$ cat config.mk
export PLATFORM = sky130hd
export DESIGN_NAME = brent_sub_pipe
export DESIGN_NICKNAME = d
export VERILOG_FILES = /design/src/rtl/bk_pkg.sv /design/src/rtl/bk_black_cell.sv /design/src/rtl/brent_sub_pipe.sv
export SDC_FILE = /design/constraint.sdc
export NUM_CORES = 1
export LEC_CHECK = 0
export CORE_UTILIZATION = 58
export CTS_CLUSTER_SIZE = 20
export DETAILED_ROUTE_END_ITERATION = 6
export GPL_ROUTABILITY_DRIVEN = 0
export PLACE_DENSITY = 0.93
export SLEW_MARGIN = 20
export SYNTH_ARGS = -nofsm -noshare
export SYNTH_HDL_FRONTEND = slang
export SYNTH_SLANG_ARGS = --single-unit
$ cat constraint.sdc
create_clock -name clk -period 3.05 [get_ports clk]
set_input_delay 0.4575 -clock clk [delete_from_list [all_inputs] [get_ports clk]]
set_output_delay 0.4575 -clock clk [all_outputs]
set_load 0.03 [all_outputs]
$ cat src/rtl/bk_pkg.sv
// Shared parameters and types for the pipelined Brent-Kung subtractor.
// Operand width defaults and the split of prefix levels between stages 1 and 2.
package bk_pkg;

    localparam int unsigned N_DEF         = 16;
    localparam int unsigned L_DEF         = $clog2(N_DEF);
    localparam int unsigned S1_LEVELS_DEF = (L_DEF + 1) / 2;

    // Propagate/generate pair; p is the MSB so {p, g} concatenations map directly.
    typedef struct packed {
        logic p;
        logic g;
    } pg_t;

    // Up-sweep levels done in stage 1: ceil(l / 2).
    function automatic int unsigned s1_levels(input int unsigned l);
        return (l + 1) / 2;
    endfunction

endpackage

$ cat src/rtl/bk_black_cell.sv
// Brent-Kung prefix node: combines a higher span with the adjacent lower span.
// G = Gh | Ph & Gl, P = Ph & Pl.
module bk_black_cell
    import bk_pkg::*;
(
    input  pg_t i_hi,
    input  pg_t i_lo,
    output pg_t o_pg
);

    assign o_pg.g = i_hi.g | (i_hi.p & i_lo.g);
    assign o_pg.p = i_hi.p & i_lo.p;

endmodule

$ cat src/rtl/brent_sub_pipe.sv
// Three-stage pipelined A - B - bin over a Brent-Kung prefix tree with valid/ready
// handshake on both ends; computed as a + ~b + ~bin, borrow-out is the inverted carry.
module brent_sub_pipe
    import bk_pkg::*;
#(
    parameter int unsigned N = N_DEF
) (
    input  logic         clk,
    input  logic         rst,
    input  logic         in_valid,
    output logic         in_ready,
    input  logic [N-1:0] a,
    input  logic [N-1:0] b,
    input  logic         bin,
    output logic         out_valid,
    input  logic         out_ready,
    output logic [N-1:0] diff,
    output logic         bout,
    output logic         ovf
);

    localparam int unsigned L  = $clog2(N);
    localparam int unsigned L1 = s1_levels(L);

    // ------------------------------------------------------------------
    // Pipeline control
    // ------------------------------------------------------------------
    logic r_v1, r_v2, r_v3;
    logic w_adv1, w_adv2, w_adv3, w_acc;

    assign w_adv3    = r_v3 & out_ready;
    assign w_adv2    = r_v2 & (~r_v3 | w_adv3);
    assign w_adv1    = r_v1 & (~r_v2 | w_adv2);
    assign in_ready  = ~r_v1 | w_adv1;
    assign w_acc     = in_valid & in_ready;
    assign out_valid = r_v3;

    // A stage reloads whenever it is empty or draining, so bubbles collapse.
    always_ff @(posedge clk or posedge rst) begin
        if (rst) begin
            r_v1 <= 1'b0;
            r_v2 <= 1'b0;
            r_v3 <= 1'b0;
        end else begin
            if (in_ready)          r_v1 <= in_valid;
            if (~r_v2 | w_adv2)    r_v2 <= w_adv1;
            if (~r_v3 | w_adv3)    r_v3 <= w_adv2;
        end
    end

    // ------------------------------------------------------------------
    // Stage 1: bitwise p/g and the lower up-sweep levels
    // ------------------------------------------------------------------
    pg_t [N-1:0] w_s1_base;

    for (genvar i = 0; i < N; i++) begin : g_s1_base
        assign w_s1_base[i] = {a[i] ~^ b[i], a[i] & ~b[i]};
    end

    for (genvar k = 0; k <= L1; k++) begin : g_s1
        pg_t [N-1:0] w_pg;
        if (k == 0) begin : g_base
            assign w_pg = w_s1_base;
        end else begin : g_up
            for (genvar i = 0; i < N; i++) begin : g_bit
                if (((i + 1) % (1 << k)) == 0) begin : g_node
                    bk_black_cell u_cell (
                        .i_hi (g_s1[k-1].w_pg[i]),
                        .i_lo (g_s1[k-1].w_pg[i - (1 << (k - 1))]),
                        .o_pg (w_pg[i])
                    );
                end else begin : g_pass
                    assign w_pg[i] = g_s1[k-1].w_pg[i];
                end
            end
        end
    end

    logic [N-1:0] r1_p;
    pg_t  [N-1:0] r1_pg;
    logic         r1_c0, r1_am, r1_bm;

    always_ff @(posedge clk) begin
        if (w_acc) begin
            r1_p  <= a ~^ b;
            r1_pg <= g_s1[L1].w_pg;
            r1_c0 <= ~bin;
            r1_am <= a[N-1];
            r1_bm <= b[N-1];
        end
    end

    // ------------------------------------------------------------------
    // Stage 2: remaining up-sweep levels, carries at power-of-two positions
    // ------------------------------------------------------------------
    for (genvar k = L1; k <= L; k++) begin : g_s2
        pg_t [N-1:0] w_pg;
        if (k == L1) begin : g_base
            assign w_pg = r1_pg;
        end else begin : g_up
            for (genvar i = 0; i < N; i++) begin : g_bit
                if (((i + 1) % (1 << k)) == 0) begin : g_node
                    bk_black_cell u_cell (
                        .i_hi (g_s2[k-1].w_pg[i]),
                        .i_lo (g_s2[k-1].w_pg[i - (1 << (k - 1))]),
                        .o_pg (w_pg[i])
                    );
                end else begin : g_pass
                    assign w_pg[i] = g_s2[k-1].w_pg[i];
                end
            end
        end
    end

    // Spans rooted at bit 0 fold c0 in: g becomes the carry, p is cleared, so the
    // stage-3 recurrence needs no special case for them.
    pg_t [N-1:0] w_s2_res;

    for (genvar i = 0; i < N; i++) begin : g_s2_res
        if (((i + 1) & i) == 0) begin : g_pow
            assign w_s2_res[i] = {1'b0, g_s2[L].w_pg[i].g | (g_s2[L].w_pg[i].p & r1_c0)};
        end else begin : g_mid
            assign w_s2_res[i] = g_s2[L].w_pg[i];
        end
    end

    logic [N-1:0] r2_p;
    pg_t  [N-1:0] r2_pg;
    logic         r2_c0, r2_am, r2_bm;

    always_ff @(posedge clk) begin
        if (w_adv1) begin
            r2_p  <= r1_p;
            r2_pg <= w_s2_res;
            r2_c0 <= r1_c0;
            r2_am <= r1_am;
            r2_bm <= r1_bm;
        end
    end

    // ------------------------------------------------------------------
    // Stage 3: down-sweep from the nearest resolved lower carry
    // ------------------------------------------------------------------
    // Node j-1 spans lowbit(j) bits, so its carry-in sits at j with the low bit cleared.
    logic [N:0]   w_c;
    logic [N-1:0] w_diff;

    always_comb begin
        w_c    = '0;
        w_c[0] = r2_c0;
        for (int j = 1; j <= N; j++) begin
            w_c[j] = r2_pg[j-1].g | (r2_pg[j-1].p & w_c[j - (j & -j)]);
        end
    end

    assign w_diff = r2_p ^ w_c[N-1:0];

    logic [N-1:0] r_diff;
    logic         r_bout, r_ovf;

    always_ff @(posedge clk or posedge rst) begin
        if (rst) begin
            r_diff <= '0;
            r_bout <= 1'b0;
            r_ovf  <= 1'b0;
        end else if (w_adv2) begin
            r_diff <= w_diff;
            r_bout <= ~w_c[N];
            r_ovf  <= (r2_am ^ r2_bm) & (r2_am ^ w_diff[N-1]);
        end
    end

    assign diff = r_diff;
    assign bout = r_bout;
    assign ovf  = r_ovf;

endmodule

==> flow_summary_export.csv, run 1 <==
group,metric,value,unit
clock_network,cts_root_buf,"clkbuf_8",
worst_setup_path,r2r-start,"r2_pg[14]",
power,pwr_density_cell,699,mW/mm2
route,ant_nets,0,
clock_network,cts_tree,"built",
place,pre_cts_slack,0.653,ns
timing,layout_worst_path_cycle_share,0.796,
worst_setup_path,worstSetupEndpoint,"in_ready",
timing,drv_slew,0,
grt,grt_max_degree,44,
clock_network,cts.htree.levels,3,
timing,fin_ws,0.621,ns
worst_setup_path,path_class,"in -> out",
power,power.leakage,2.01,nW
worst_setup_path,path_delay_family,"buffers and inverters",
layout,final_common_cell,"edfxtp_1",
status,outcome,"finished clean",
grt,grt_usage,0.200,
power,ir_drop,0.376,mV
layout,design_area,0.00488,mm2
timing,finalSetupViolCount,0,
route,viasPerCell,5.42,
worst_setup_path,cpMostUsedCell,"clkdlybuf4s50_1",
clock_network,clk_pin_slew,0.09,ns
die,ioPinCount,57,
worst_setup_path,path_max_fanout,3,
worst_setup_path,critPathCaptureType,"output port",
worst_setup_path,startpoint,"out_ready",
worst_setup_path,slowest_stage,"clkdlybuf4s50_1",
worst_setup_path,worstSetupStartpointType,"input pin",
layout,layout-drive-gt1-share,0.120,
timing,rsz0062_at_grt,"no",
timing,slew_headroom,0.439,
synthesis,synth_nets,290,
clock_network,clockBufferDepth,2,
worst_setup_path,worstPathCellList,"clkdlybuf4s50_1 > and2b_1 > nand3_1 > clkdlybuf4s50_1",
timing,tns,0,ns
job,maxCapViolations,0,
clock_network,hold_buffers,0,
die,die_h,85.2,um
die,core-area,0.00649,mm2
route,drt_iter0_markers,128,
route,drtPass1Iterations,5,
synthesis,synth_seq_cells,103,
worst_setup_path,crit_buf_inv,2,
timing,fin_skew,0.00722,ns
place,hpwl,4.39,mm
clock_network,cts_resized,0,
worst_setup_path,rr_worst_depth,6,
die,die_area,0.00725,mm2
place,post_dp_cell_area,0.00465,mm2
synthesis,ys_seq_area_frac,0.745,
timing,finalHoldViolations,0,
worst_setup_path,worst-path-stages,4,
route,routed-via-count,2047,
die,die_width,85.2,um
worst_setup_path,cp_slowest_stage_delay,0.69,ns
worst_setup_path,reg2reg_to,"ovf",
min_path,whs_path_depth,0,
synthesis,ys_warn_count,0,
timing,fmax,412,MHz
timing,worst_pin_slew,0.840,ns
grt,grt_pass1_wl,10.5,mm
layout,mostFrequentLayoutCells,"82 x edfxtp_1, 56 x clkdlybuf4s50_1, 23 x ha_1",
die,initial_utilization,0.618,
min_path,hold_class,"reg -> reg",
synthesis,netlist_instances,230,
place,place_inst,362,
worst_setup_path,rrSetupSlack,1.06,ns
route,wl_per_cell,16.8,um
worst_setup_path,cp.required,2.59,ns
layout,area_growth,21.8,%
timing,min_period,2.43,ns
layout,final_nets,356,
grt,antenna_found_initial,0,
place,io_buffers,56,
layout,antennaDiodeCount,0,
route,wl,6.33,mm
clock_network,numCtsBuffers,9,
die,fp-row-count,29,
synthesis,avgSynthCellArea,17.4,um2
layout,final_cells,378,
grt,first_global_vias,2164,
clock_network,cts_sinks,103,
clock_network,post_cts_buffers,0,
power,power,0.00341,W
synthesis,yosysUniqueCellTypes,28,
clock_network,clkLatencyLatePin,0.35,ns
worst_setup_path,cp.arrival,1.97,ns
grt,grt_overflow_total,0,
synthesis,netlist_area,0.00401,mm2
route,route.detailed.drc,0,
[cell type report]
cell class              instances  area, um2
clock inverters                 5       80.1
multi-input cells             104        918
flip-flops and latches        103       2990
clock buffers                  11        151
fillers                       369       1610
inverters                      20       75.1
well taps                      77       96.3
repair buffers                 58        576
[registers in the layout, summed over array words and instances, names as in the netlist, 16 cells and up]
signal,flops
diff,16
g_s2.w_pg,24
r1_p,16
r2_p,16
r2_pg,20
[worst min-delay path by stage]
| stage | from | end | slack, ns |
|---|---|---|---|
| floorplan | r2_pg[30] | bout | 0.39 |
| CTS | r1_p[15] | r2_p[15] | 0.42 |
| detailed placement | g_s2[2].w_pg[16] | r2_pg[16] | 0.40 |
| global route | r1_p[7] | r2_p[7] | 0.43 |
| finish | r1_p[15] | r2_p[15] | 0.42 |
| global placement | g_s2[2].w_pg[16] | r2_pg[16] | 0.40 |
[layer usage]
metal,share of wire,track usage
met5,0,0
met4,0.0073,0.0663
met3,0.037,0.0574
met2,0.53,0.339
met1,0.42,0.250
[worst register-to-register path, cell delays in order (launching register included)]
cell	delay (ns)
edfxtp_1	0.45
a21o_1	0.20
a21o_1	0.18
ha_1	0.19
or3_4	0.40
a211o_1	0.31
a31oi_1	0.18
[cells in the mapped netlist]
cell type  number  area share
dfrtp_1        21        0.13
buf_2           1      0.0012
mux2_4          5       0.019
nand2_1         1     0.00093
a21o_1         21       0.039
o21ai_0         2      0.0025
a31oi_1         1      0.0016
nand2b_4        1      0.0034
a211o_1         1      0.0022
and3_1          4      0.0062
and2_4          1      0.0022
ha_1           23       0.072
nand4_1         2      0.0031
and2b_1         1      0.0019
a31o_2          1      0.0022
buf_6           1      0.0028
nor2_1          6      0.0056
nand3_1         1      0.0012
a21oi_1         7      0.0087
xnor2_1         8       0.017
and2_1          6      0.0094
nand2b_1        2      0.0031
or2b_1          1      0.0019
edfxtp_1       82        0.61
or3_4           1      0.0028
inv_1          20       0.019
buf_8           1      0.0037
mux2_2          8       0.022
[kinds of logic after synthesis]
group | synth area share
mux | 0.0412
buf+inv | 0.0265
compound gates | 0.0565
flops | 0.745
fa+ha+maj | 0.0717
xor+xnor | 0.0175
simple gates | 0.0418
[stage by stage]
step,hold WS (ns),util
after floorplan,0.395,-
after global placement,0.401,0.716
after detailed placement,0.405,0.716
after CTS,0.417,0.752
after global routing,0.434,0.752
final,0.422,0.752
[power breakdown]
part | internal, W | leakage [nW] | switching (W)
clock | 0.000505 | 0.112 | 0.000426
combinational | 0.000313 | 0.862 | 0.000348
sequential | 0.00173 | 1.04 | 0.0000925
total | 0.00255 | 2.01 | 0.000866
Note: power is estimated with default switching activity, not from simulation.
==> run 2: changes to the inputs <==
Settings changed: CORE_UTILIZATION 58 to 54, PLACE_DENSITY 0.93 to 0.88.
Clock period 3.05 ns to 2.5 ns, I/O delays scaled along.
==> flow_summary_export.csv, run 2 (synthesized netlist as in run 1, its figures left out) <==
group,metric,value,unit
power,switchingPower,0.00104,W
grt,grt_pass1_wl,9.68,mm
route,wl_per_cell,14.9,um
worst_setup_path,crit_buf_inv,2,
place,place_inst,385,
layout,final_common_cell,"edfxtp_1",
power,sw_frac_of_total,0.261,
clock_network,clk_pin_slew,0.09,ns
worst_setup_path,r2r-start,"r2_pg[14]",
timing,tns,0,ns
die,die_area,0.00778,mm2
worst_setup_path,critPathCaptureType,"output port",
layout,largest_reg_flops,24,
power,pwr_density_cell,816,mW/mm2
grt,first_global_vias,2088,
clock_network,cts_tree,"built",
die,core-area,0.00721,mm2
clock_network,cts_root_buf,"clkbuf_8",
worst_setup_path,cp_slowest_stage_delay,0.69,ns
layout,area_growth,22.2,%
route,drt_iter0_markers,107,
job,maxCapViolations,0,
place,io_buffers,56,
worst_setup_path,rrSetupSlack,0.59,ns
grt,grt_usage,0.175,
die,die_width,88.2,um
grt,grt_overflow_total,0,
power,internal_power,0.00296,W
power,power.leakage,2.00,nW
power,ir_drop,0.377,mV
clock_network,hold_buffers,0,
route,wl,5.98,mm
min_path,hold_class,"in -> async",
route,drtPass1Iterations,4,
layout,final_nets,357,
timing,fin_skew,0.0136,ns
layout,mostFrequentLayoutCells,"82 x edfxtp_1, 56 x clkdlybuf4s50_1, 23 x ha_1",
timing,finalSetupViolCount,0,
layout,final_cells,401,
die,ioPinCount,57,
worst_setup_path,worstPathCellList,"clkdlybuf4s50_1 > and2b_1 > nand3_1 > clkdlybuf4s50_1",
worst_setup_path,path_max_fanout,3,
die,initial_utilization,0.556,
clock_network,numCtsBuffers,9,
timing,worst_pin_slew,0.333,ns
timing,layout_worst_path_cycle_share,0.897,
route,route.detailed.drc,0,
clock_network,clockBufferDepth,2,
timing,slew_headroom,0.778,
worst_setup_path,reg2reg_to,"ovf",
power,pwr-share-clk,0.246,
clock_network,post_cts_buffers,0,
layout,ff_latch_area,0.00299,mm2
layout,antennaDiodeCount,0,
place,hpwl,4.35,mm
timing,drv_slew,0,
worst_setup_path,cp.arrival,1.87,ns
route,ant_nets,0,
clock_network,clkLatencyLatePin,0.36,ns
layout,design_area,0.00490,mm2
timing,min_period,2.24,ns
timing,fmax,446,MHz
worst_setup_path,path_class,"in -> out",
route,routed-via-count,2036,
timing,rsz0062_at_grt,"no",
power,combPwrFrac,0.201,
layout,fill_cells,514,
worst_setup_path,slowest_stage,"clkdlybuf4s50_1",
clock_network,cts.htree.levels,3,
die,fp-row-count,31,
worst_setup_path,cpMostUsedCell,"clkdlybuf4s50_1",
layout,multiInputGateArea,918,um2
layout,layout-drive-gt1-share,0.119,
power,pwr-share-seq,0.553,
worst_setup_path,cp.required,2.12,ns
timing,finalHoldViolations,0,
die,die_h,88.2,um
worst_setup_path,worstSetupStartpointType,"input pin",
worst_setup_path,path_delay_family,"buffers and inverters",
route,viasPerCell,5.08,
grt,grt_max_degree,40,
clock_network,cts_resized,0,
grt,antenna_found_initial,0,
worst_setup_path,rr_worst_depth,6,
status,outcome,"finished clean",
clock_network,cts_sinks,103,
place,post_dp_cell_area,0.00471,mm2
-- run 2: cell count changes in the layout (fill, tap and decap cells not counted) --
cell	before	now
clkinvlp_4	2	3
buf_12	0	2
clkbuf_1	0	1
bufinv_16	2	1
clkinv_2	1	2
buf_4	2	1
clkbuf_8	11	9
-- run 2: layer usage --
metal  global-route usage  vias up  share of wire
met5                    0        -              0
met4               0.0953        0          0.018
met3               0.0320       11          0.038
met2                0.306       51           0.56
met1                0.203      997           0.39
li1                     -      977              -
-- run 2: power groups by stage --
stage | Combinational (W) | Sequential, W | Clock (W)
6_report | 0.000803 | 0.00221 | 0.000984
5_1_grt | 0.000865 | 0.00224 | 0.00108
4_1_cts | 0.000814 | 0.00222 | 0.00101
3_5_place_dp | 0.000814 | 0.00225 | 0
3_3_place_gp | 0.000786 | 0.00224 | 0
2_1_floorplan | 0.000301 | 0.00241 | 0
-- run 2: worst max path at each step --
stage               slack, ns  startpoint       end  depth (start not counted)
CTS                      0.25   out_ready  in_ready                          4
detailed placement       0.26   out_ready  in_ready                          4
global placement         0.31   out_ready  in_ready                          4
floorplan                0.34   out_valid     r2_am                          3
global route             0.18   out_ready  in_ready                          4
finish                   0.26   out_ready  in_ready                          4
-- run 2: tightest hold or removal path: stages --
cell and delay (ns):
clkdlybuf4s50_1 0.40, inv_1 0.05, buf_4 0.28
-- run 2: layout make-up --
type                       instances  share of cell area
sequential                       103               0.609
multi-input combinational        104               0.187
timing repair buffer              59               0.124
clock buffer                      10              0.0260
tap                               99              0.0253
inverter                          20              0.0153
clock inverter                     6              0.0128
-- run 2: per-stage QoR --
step	power [W]	utilization	hold slack, ns	setup WS, ns
after detailed placement	0.00307	0.653	0.405	0.257
final	0.00400	0.680	0.354	0.257
after CTS	0.00404	0.680	0.353	0.251
after floorplan	0.00271	-	0.352	0.339
after global routing	0.00418	0.680	0.393	0.177
after global placement	0.00303	0.653	0.398	0.313
==> run 3: changes to the inputs <==
Settings changed: RECOVER_POWER set to 25.
==> flow_summary_export.csv, run 3 (synthesized netlist as in run 1, its figures left out) <==
group,metric,value,unit
status,outcome,"finished clean",
worst_setup_path,path_class,"in -> out",
worst_setup_path,cp_slowest_stage_delay,0.69,ns
route,ant_nets,0,
power,pwr_density_cell,816,mW/mm2
clock_network,cts_root_buf,"clkbuf_8",
worst_setup_path,r2r-start,"r2_pg[14]",
job,maxCapViolations,0,
timing,hold_slack,0.407,ns
layout,ff_latch_area,0.00299,mm2
route,route.detailed.drc,0,
die,die_width,88.2,um
timing,drv_slew,0,
die,ioPinCount,57,
worst_setup_path,critPathCaptureType,"output port",
timing,fmax,446,MHz
min_path,holdPathEnd,"bout",
timing,slew_headroom,0.186,
worst_setup_path,worstSetupStartpointType,"input pin",
min_path,min_from,"r2_pg[30]",
worst_setup_path,slowest_stage,"clkdlybuf4s50_1",
grt,antenna_found_initial,0,
timing,layout_worst_path_cycle_share,0.897,
timing,min_period,2.24,ns
worst_setup_path,cpMostUsedCell,"clkdlybuf4s50_1",
power,power.leakage,2.00,nW
power,power,0.00400,W
timing,rsz0062_at_grt,"no",
clock_network,cts_tree,"built",
route,drtPass1Iterations,4,
timing,tns,0,ns
worst_setup_path,path_max_fanout,3,
worst_setup_path,crit_buf_inv,2,
route,viasPerCell,5.06,
worst_setup_path,path_delay_family,"buffers and inverters",
layout,mostFrequentLayoutCells,"82 x edfxtp_1, 53 x clkdlybuf4s50_1, 23 x ha_1",
grt,grt_pass1_wl,9.68,mm
worst_setup_path,rr_worst_depth,6,
clock_network,clk_pin_slew,0.09,ns
die,die_area,0.00778,mm2
die,initial_utilization,0.556,
layout,fill_cells,515,
layout,area_growth,22.1,%
route,wl,5.96,mm
grt,grt_max_degree,40,
grt,first_global_vias,2088,
worst_setup_path,cp.required,2.12,ns
clock_network,cts.htree.levels,3,
worst_setup_path,cp.arrival,1.87,ns
timing,finalSetupViolCount,0,
clock_network,hold_buffers,0,
grt,grt_usage,0.175,
layout,final_common_cell,"edfxtp_1",
layout,layout-drive-gt1-share,0.116,
clock_network,cts_sinks,103,
clock_network,clockBufferDepth,2,
layout,largest_reg_flops,24,
clock_network,numCtsBuffers,9,
min_path,hold_class,"reg -> reg",
die,core-area,0.00721,mm2
timing,fin_skew,0.0136,ns
timing,finalHoldViolations,0,
route,drt_iter0_markers,104,
route,routed-via-count,2031,
clock_network,clkLatencyLatePin,0.36,ns
place,hpwl,4.35,mm
layout,multiInputGateArea,918,um2
layout,finish.utilization,0.679,
layout,final_nets,357,
place,place_inst,385,
layout,final_cells,401,
layout,antennaDiodeCount,0,
worst_setup_path,worstPathCellList,"clkdlybuf4s50_1 > and2b_1 > nand3_1 > clkdlybuf4s50_1",
timing,worst_pin_slew,1.22,ns
die,fp-row-count,31,
worst_setup_path,reg2reg_to,"ovf",
die,die_h,88.2,um
power,ir_drop,0.374,mV
clock_network,cts_resized,0,
place,io_buffers,56,
route,wl_per_cell,14.9,um
worst_setup_path,rrSetupSlack,0.59,ns
grt,grt_overflow_total,0,
clock_network,post_cts_buffers,0,
min_path,whs_path_depth,1,
-- run 3: changes by cell type in the layout (fill, tap and decap cells not counted) --
cell,previous run,this run
clkdlybuf4s50_1,56,53
dlygate4sd3_1,0,3
buf_4,1,0
clkbuf_1,1,2
-- run 3: metal layers --
layer  vias up  GRT usage  wire [um]
met5         -          0          0
met4         0     0.0953        119
met3        13     0.0320        230
met2        58      0.306       3320
met1       982      0.203       2290
li1        978          -          -
-- run 3: worst max-delay path by stage --
stage	startpoint	endpoint	cells past startpoint	slack (ns)
CTS	out_ready	in_ready	4	0.25
finish	out_ready	in_ready	4	0.26
floorplan	out_valid	r2_am	3	0.34
global placement	out_ready	in_ready	4	0.31
global route	out_ready	in_ready	4	0.18
detailed placement	out_ready	in_ready	4	0.26
-- run 3: per-stage QoR --
stage / area, um2 / setup WS, ns
after floorplan: 4010 / 0.339
after global placement: 4710 / 0.313
after detailed placement: 4710 / 0.257
after CTS: 4900 / 0.251
after global routing: 4900 / 0.177
final: 4900 / 0.257
-- run 3: final cells by class --
type / count / area share
clock buffers: 10 / 0.0260
clock inverters: 6 / 0.0128
inverters: 20 / 0.0153
multi-input cells: 104 / 0.187
flip-flops and latches: 103 / 0.610
well taps: 99 / 0.0253
repair buffers: 59 / 0.123
-- run 3: power by group --
group,switching [W],internal [W],total [W]
clock network,0.000522,0.000459,0.000982
registers,0.000105,0.00211,0.00221
logic,0.000413,0.000389,0.000802
total,0.00104,0.00296,0.00400
